## config.mk

```make
export PLATFORM = sky130hd
export DESIGN_NAME = demux4_buffered
export DESIGN_NICKNAME = d
export VERILOG_FILES = /design/src/rtl/demux_pkg.sv /design/src/rtl/lane_fifo.sv /design/src/rtl/demux4_buffered.sv
export SDC_FILE = /design/constraint.sdc
export NUM_CORES = 1
export LEC_CHECK = 0
export ABC_AREA = 0
export CAP_MARGIN = 5
export CORE_MARGIN = 2
export CORE_UTILIZATION = 38
export DETAILED_ROUTE_END_ITERATION = 16
export PLACE_DENSITY_LB_ADDON = 0.12
export SLEW_MARGIN = 40
export SYNTH_ARGS = -nofsm -noshare
export SYNTH_HDL_FRONTEND = slang
export SYNTH_HIERARCHICAL = 1
export SYNTH_SLANG_ARGS = --single-unit
export TNS_END_PERCENT = 100
```

## constraint.sdc

```tcl
create_clock -name clk -period 2.47 [get_ports clk]
set_input_delay 0.741 -clock clk [delete_from_list [all_inputs] [get_ports clk]]
set_output_delay 0.741 -clock clk [all_outputs]
set_load 0.05 [all_outputs]
```

## src/rtl/demux_pkg.sv

```systemverilog
// demux_pkg: shared lane identifiers for the 1-to-4 buffered demultiplexer.
package demux_pkg;
  localparam int NUM_LANES = 4;
  typedef enum logic [1:0] {LANE_A = 2'b00, LANE_B = 2'b01, LANE_C = 2'b10, LANE_D = 2'b11} lane_t;
endpackage

```

## src/rtl/lane_fifo.sv

```systemverilog
// lane_fifo: per-lane circular FIFO; storage is never reset, only pointers and count.
module lane_fifo #(
  parameter int width = 16,
  parameter int depth = 2
) (
  input  logic             clk,
  input  logic             rst,
  input  logic             push,
  input  logic [width-1:0] push_data,
  input  logic             pop,
  output logic [width-1:0] head_data,
  output logic             empty,
  output logic             full
);
  localparam int aw = $clog2(depth);
  logic [width-1:0] mem_q [depth];
  logic [aw-1:0] wr_q, wr_d, rd_q, rd_d;
  logic [aw:0] cnt_q, cnt_d;
  always_comb begin
    wr_d  = push ? wr_q + 1'b1 : wr_q;
    rd_d  = pop ? rd_q + 1'b1 : rd_q;
    cnt_d = (push && !pop) ? cnt_q + 1'b1 : (!push && pop) ? cnt_q - 1'b1 : cnt_q;
  end
  always_ff @(posedge clk or posedge rst) begin
    if (rst) begin
      wr_q  <= '0;
      rd_q  <= '0;
      cnt_q <= '0;
    end else begin
      wr_q  <= wr_d;
      rd_q  <= rd_d;
      cnt_q <= cnt_d;
    end
  end
  always_ff @(posedge clk) begin
    if (push) mem_q[wr_q] <= push_data;
  end
  assign head_data = mem_q[rd_q];
  assign empty     = (cnt_q == '0);
  assign full      = (cnt_q == (aw+1)'(depth));
  no_overflow:  assert property (@(posedge clk) disable iff (rst) !(push && full));
  no_underflow: assert property (@(posedge clk) disable iff (rst) !(pop && empty));
endmodule

```

## src/rtl/demux4_buffered.sv

```systemverilog
// demux4_buffered: steers one valid/ready stream into four independently buffered lanes.
module demux4_buffered
  import demux_pkg::*;
#(
  parameter int width = 16,
  parameter int depth = 2
) (
  input  logic                 clk,
  input  logic                 rst,
  input  logic                 in_valid,
  output logic                 in_ready,
  input  logic [1:0]           in_sel,
  input  logic [width-1:0]     in_data,
  output logic [NUM_LANES-1:0] out_valid,
  input  logic [NUM_LANES-1:0] out_ready,
  output logic [width-1:0]     out_a_data,
  output logic [width-1:0]     out_b_data,
  output logic [width-1:0]     out_c_data,
  output logic [width-1:0]     out_d_data,
  output logic                 idle
);
  lane_t sel;
  logic [NUM_LANES-1:0] push, empty, full;
  logic [width-1:0] head [NUM_LANES];
  // Undefined select bits fall through to lane a.
  always_comb begin
    case (in_sel)
      2'b01:   sel = LANE_B;
      2'b10:   sel = LANE_C;
      2'b11:   sel = LANE_D;
      default: sel = LANE_A;
    endcase
  end
  assign in_ready = ~full[sel];
  assign push     = (in_valid && in_ready) ? {{(NUM_LANES-1){1'b0}}, 1'b1} << sel : '0;
  for (genvar i = 0; i < NUM_LANES; i++) begin : g_lane
    lane_fifo #(.width(width), .depth(depth)) u_fifo (
      .clk       (clk),
      .rst       (rst),
      .push      (push[i]),
      .push_data (in_data),
      .pop       (out_valid[i] & out_ready[i]),
      .head_data (head[i]),
      .empty     (empty[i]),
      .full      (full[i])
    );
  end
  assign out_valid  = ~empty;
  assign out_a_data = head[0];
  assign out_b_data = head[1];
  assign out_c_data = head[2];
  assign out_d_data = head[3];
  assign idle       = &empty;
endmodule

```

==> flow_summary.ini <==
[outcome]
status = finished clean

[synth]
yosys.area.top_type_share_pct = 67.5
synth.distinct_cells = 20
synth_warnings = 6
ys_seq_area_share_pct = 74.5
syn-cell-area_um2 = 5700
synthCells = 284
yosys.area.top_type = edfxtp_1
ys_ff_latch = 144
synth_fp_nets = 313
synth.avg_cell_area_um2 = 20.1
synth_area_leaders = edfxtp_1 (67%), mux2_4 (9.5%), dfrtp_1 (7.0%)

[sta]
drv_slew = 0
fmax_mhz = 413
fin_crit_sh_pct = 98.0
finalHoldViolCount = 0
rsz0062_at_grt = no
period_minus_slack_ps = 2420
tightest_slew_ps = 335
setup_viol = 0
slew_headroom_pct = 77.6
fin_worst_skew_ps = 4.09
fin_hold_ws_ps = 485

[min_path]
hold_path_class = flip-flop to flip-flop
holdPathEnd = g_lane[3].u_fifo/cnt_q[1]$_DFFE_PP0P_
hp-start = g_lane[3].u_fifo/cnt_q[1]$_DFFE_PP0P_
hold_depth = 1

[clock_network]
clock_sinks = 144
post-cts-setup-buffers = 0
post_cts_resized = 3
numCtsBuffers = 17
tritoncts = built
cts_root_buffer = clkbuf_16
cts_max_level = 4
path_clk_slew_ps = 60
clock_latency_ps = 410
clk_path_buf_depth = 2
postCtsHoldBufs = 0

[finish]
n_antenna_cell = 0
nets = 448
post_route_cells_drive_above_1_share_pct = 47.2
final_cells = 616
design_area_um2 = 7970
fin_util_pct = 54.6
area_growth_syn_to_layout_pct = 40.0

[floorplanning]
core-area_um2 = 14600
rows = 44
die-area_um2 = 16000
die_w_um = 126
die_y_um = 126
pin_count = 95
start_util_pct = 39.0

[critical_path]
critPathKind = input port to output pin
startpoint = in_sel[1]
path_max_fanout = 2
start_kind = input port
crit_slowest_cell = mux4_2
rrSetupSlack_ps = 760
critical_path.endpoint_type = output pin
cp_slowest_stage_delay_ps = 510
rr_worst_depth = 8
crit_chain = clkdlybuf4s15_1 > mux4_2 > inv_2 > buf_12
reg2reg_to = g_lane[3].u_fifo/cnt_q[1]$_DFFE_PP0P_
cp_data_required_time_ps = 1730
arrival_ps = 1680
r2r_start = g_lane[3].u_fifo/cnt_q[1]$_DFFE_PP0P_

[power]
p_sw_w = 0.00350
pwr-share-clk_pct = 25.4
switching_share_pct = 35.5
p_leak_nw = 3.06
pwr-share-comb_pct = 43.0
seqPwrFrac_pct = 31.6
ir_worst_vdd_uv = 690
intPower_w = 0.00636
p_per_area_nw_per_um2 = 1240

[detailed_routing]
wl_per_cell_um = 18.0
vias_per_cell = 4.68
ant_nets = 0
drt_drc_violations_left = 0
finalWirelength_um = 11100
vias = 2884
drt-initial-drc-count = 138
first_pass_iters = 4

[run]
drv_cap = 0

[global_routing]
overflow = 0
antenna_found_initial = 0
grt_pass1_vias = 2992
grt_max_degree = 18
grt_pass1_wl_um = 16700
grt_usage_pct = 14.4

[place]
place_area_um2 = 7380
dp_hpwl_um = 7460
portBuffers = 94
globalplace.congestion = 0.688
dp_cells = 584
[worst max path at each step]
stage	endpoint	slack [ps]
after detailed placement	in_ready	-280
after CTS	in_ready	7
after floorplan	g_lane[3].u_fifo/mem_q[0][0]$_DFFE_PP_	110
after global placement	in_ready	-280
after global routing	in_ready	3
final	in_ready	50
[layer usage]
metal / share of wire (%) / vias up / GRT usage, %
met3: 4.5 / 19 / 3.67
met2: 49 / 82 / 22.8
li1: - / 1330 / -
met4: 2.2 / 0 / 7.43
met5: 0 / - / 0
met1: 45 / 1453 / 18.4
[critical path, delay by kind of cell]
| kind | cells | cell delay, ps |
|---|---|---|
| buf+inv | 3 | 420 |
| mux | 1 | 510 |
[cells in the mapped netlist]
cell,number
mux2_2,28
nand2_1,1
and2_1,4
mux4_2,1
nor4_1,1
nor2_1,8
xnor2_1,4
and4bb_2,1
nor3_1,1
edfxtp_1,128
buf_12,4
ha_1,4
xor2_1,16
buf_6,4
nor3b_1,1
mux2_4,36
nor4b_1,1
nor2b_1,12
inv_1,13
dfrtp_1,16
[final cells by class]
type	count	area, um2
Fill cell	1148	6620
Sequential cell	144	4240
Timing Repair Buffer	124	1550
Multi-Input combinational cell	119	1310
Clock buffer	20	457
Tap cell	184	230
Clock inverter	12	135
Inverter	13	48.8
[stage by stage]
stage	setup slack (ps)	setup TNS [ps]	total power (W)
floorplan	113	0	0.00590
global placement	-278	-3690	0.00740
detailed placement	-281	-4460	0.00744
CTS	7.21	0	0.00996
global route	3.31	0	0.0102
finish	50.4	0	0.00986
[power groups by stage]
stage | Sequential, W | Combinational, W | Clock [W]
6_report | 0.00311 | 0.00424 | 0.00250
5_1_grt | 0.00314 | 0.00441 | 0.00265
4_1_cts | 0.00311 | 0.00429 | 0.00255
3_5_place_dp | 0.00316 | 0.00429 | 0
3_3_place_gp | 0.00315 | 0.00426 | 0
2_1_floorplan | 0.00312 | 0.00278 | 0
[sequential cells by signal, indices dropped and copies added (netlist names)]
register / count
g_lane.u_fifo/mem_q: 128
g_lane.u_fifo/cnt_q: 8
g_lane.u_fifo/wr_q: 4
g_lane.u_fifo/rd_q: 4
[kinds of logic after synthesis]
| family | synth area share (%) |
|---|---|
| buffers and inverters | 3.05 |
| xor gates and xnor gates | 3.08 |
| DFF | 74.5 |
| muxes | 15.4 |
| and+or+nand+nor | 3.05 |
| adders and majority gates | 0.879 |
[cells in the final DEF, fill, tap and decap left out, drive strengths merged]
cell,count
and2,4
and4bb,1
buf,100
bufinv,2
clkbuf,20
clkdlybuf4s15,1
clkdlybuf4s50,22
clkinv,2
clkinvlp,7
dfrtp,16
dlygate4sd2,1
edfxtp,128
ha,4
inv,14
mux2,64
mux4,1
nand2,1
nor2,8
nor2b,12
nor3,1
nor3b,1
nor4,1
nor4b,1
xnor2,4
xor2,16
Note: power is estimated with default switching activity, not from simulation.
==> edit (same settings) <==
`width` is set to 16 in 2 places; all go to 20.
--- a/src/rtl/lane_fifo.sv
+++ b/src/rtl/lane_fifo.sv
@@ -1,5 +1,5 @@
 // lane_fifo: per-lane circular FIFO; storage is never reset, only pointers and count.
 module lane_fifo #(
-  parameter int width = 16,
+  parameter int width = 20,
   parameter int depth = 2
 ) (
--- a/src/rtl/demux4_buffered.sv
+++ b/src/rtl/demux4_buffered.sv
@@ -3,5 +3,5 @@
   import demux_pkg::*;
 #(
-  parameter int width = 16,
+  parameter int width = 20,
   parameter int depth = 2
 ) (
Interface: changed (5 resized); port bits go from 95 to 115. No check against the original RTL was run, so the function may have changed too.
==> edit against the original RTL <==
- the run now ends with setup timing left
- power is 21% higher
- sequential cell count grew 32
- synthesized area up 22%
- design area is 25% higher
- combinational power is 35% higher
- wire length grew 26%
- setup slack lost 0.066 ns
- die area grew 21%
- non-clock buffer count up 21
- critical endpoint unchanged
==> edit: results (changes against the original RTL) <==
[status]
status = complete, but fails checks
violations = setup timing

[routing]
wl_per_cell_microns = 19.1  ; +6.2%
vias = 3410  ; +18%
drtIter0Drc = 201  ; +46%

[setup_path]
crit_path_max_fanout = 4  ; +2

[power_and_ir_drop]
p_sw_frac = 0.356  ; +0.00150
p_total_mw = 12.0  ; +21%
ir_worst_vdd_uv = 605  ; -12%
leakage_nw = 3.86  ; +26%

[global_routing]
met1_usage = 0.205  ; +0.0204
grt_use_met2 = 0.240  ; +0.0124
grt_pass1_wl_mm = 21.5  ; +29%
grt_max_degree = 21  ; +3
grt_pass1_vias = 3647  ; +22%

[placement]
place_ws_ns = -0.274  ; +0.00717 ns
dp.cells = 695  ; +19%
gp_congestion = 0.713  ; +3.6%
io_buffer_count = 114  ; +21%
hpwlAfterDp_mm = 9.71  ; +30%

[sta]
skew_ns = 0.0101  ; +0.00603 ns
whs_ns = 0.496  ; +0.0117 ns
maxSlewHeadroom = 0.672  ; -0.104
tns_ns = -0.0152  ; -0.0152 ns
layout_setup_ws_ns = -0.0152  ; -0.0657 ns
finalSetupViolations = 1  ; +1

[yosys]
syn_avg_cell_area_sq_um = 21.0  ; +4.5%
ys_top_cells_by_area = edfxtp_1 69%, mux2_4 16%, dfrtp_1 5.8%, xor2_1 2.0%, buf_6 1.3%
async_flop_share = 0.0909  ; -0.0202
synth_edf_count = 160  ; +25%
syn-num-nets = 365  ; +17%

[cells_and_area]
final_nets = 521  ; +16%
drive_gt1_frac = 0.473  ; +0.000832
top_regs = g_lane.u_fifo/mem_q x160, g_lane.u_fifo/cnt_q x8
fill_cells = 1430  ; +25%

edit: worst paths after layout:
kind                                                start                   endpoint  slack (ns)  cells after the start
worst min-delay path            g_lane[2].u_fifo/cnt_q[1]  g_lane[2].u_fifo/cnt_q[1]        0.50                      1
worst max register to register  g_lane[2].u_fifo/cnt_q[0]  g_lane[2].u_fifo/cnt_q[1]        0.61                      7
min in group asynchronous                             rst  g_lane[3].u_fifo/cnt_q[1]        0.65                      2
worst max-delay path            g_lane[3].u_fifo/cnt_q[0]                   in_ready       -0.02                      4
max in group asynchronous                             rst      g_lane[1].u_fifo/rd_q        1.63                      2
worst min register to register  g_lane[2].u_fifo/cnt_q[1]  g_lane[2].u_fifo/cnt_q[1]        0.50                      1
edit: critical path, stage by stage, from the launching register on:
cell and delay (ns):
dfrtp_1 0.40, and2b_1 0.23, mux4_2 0.49, inv_2 0.08, buf_12 0.13
edit: area by class of cell:
type / instances / area, sq um / area share
clock buffers: 19 / 433 / 0.0436
clock inverters: 13 / 113 / 0.0113
inverters: 13 / 48.8 / 0.00491
multi-input cells: 135 / 1650 / 0.166
flip-flops and latches: 176 / 5210 / 0.524
well taps: 229 / 287 / 0.0288
repair buffers: 145 / 2200 / 0.221
edit: cells by family (layout without fill, tap and decap cells):
group	after synthesis	count (layout)	share of synthesized area
simple gates	30	30	0.0257
fa+ha+maj	4	4	0.00719
xor+xnor	20	20	0.0252
buf+inv	21	190	0.0200
mux	81	81	0.174
flops	176	176	0.748
edit: routing by layer:
layer  share of wire  up-vias  routed length [microns]
met4           0.010        0                      145
met3           0.052       12                      720
met1            0.46     1729                     6380
met2            0.48      102                     6700
met5               0        -                        0
li1                -     1567                        -
edit: what timing repair did:
item,in CTS,in global routing
setup endpoints to repair,16,15
hold endpoints to repair,0,0
setup buffers,0,3
gates resized for setup,5,1
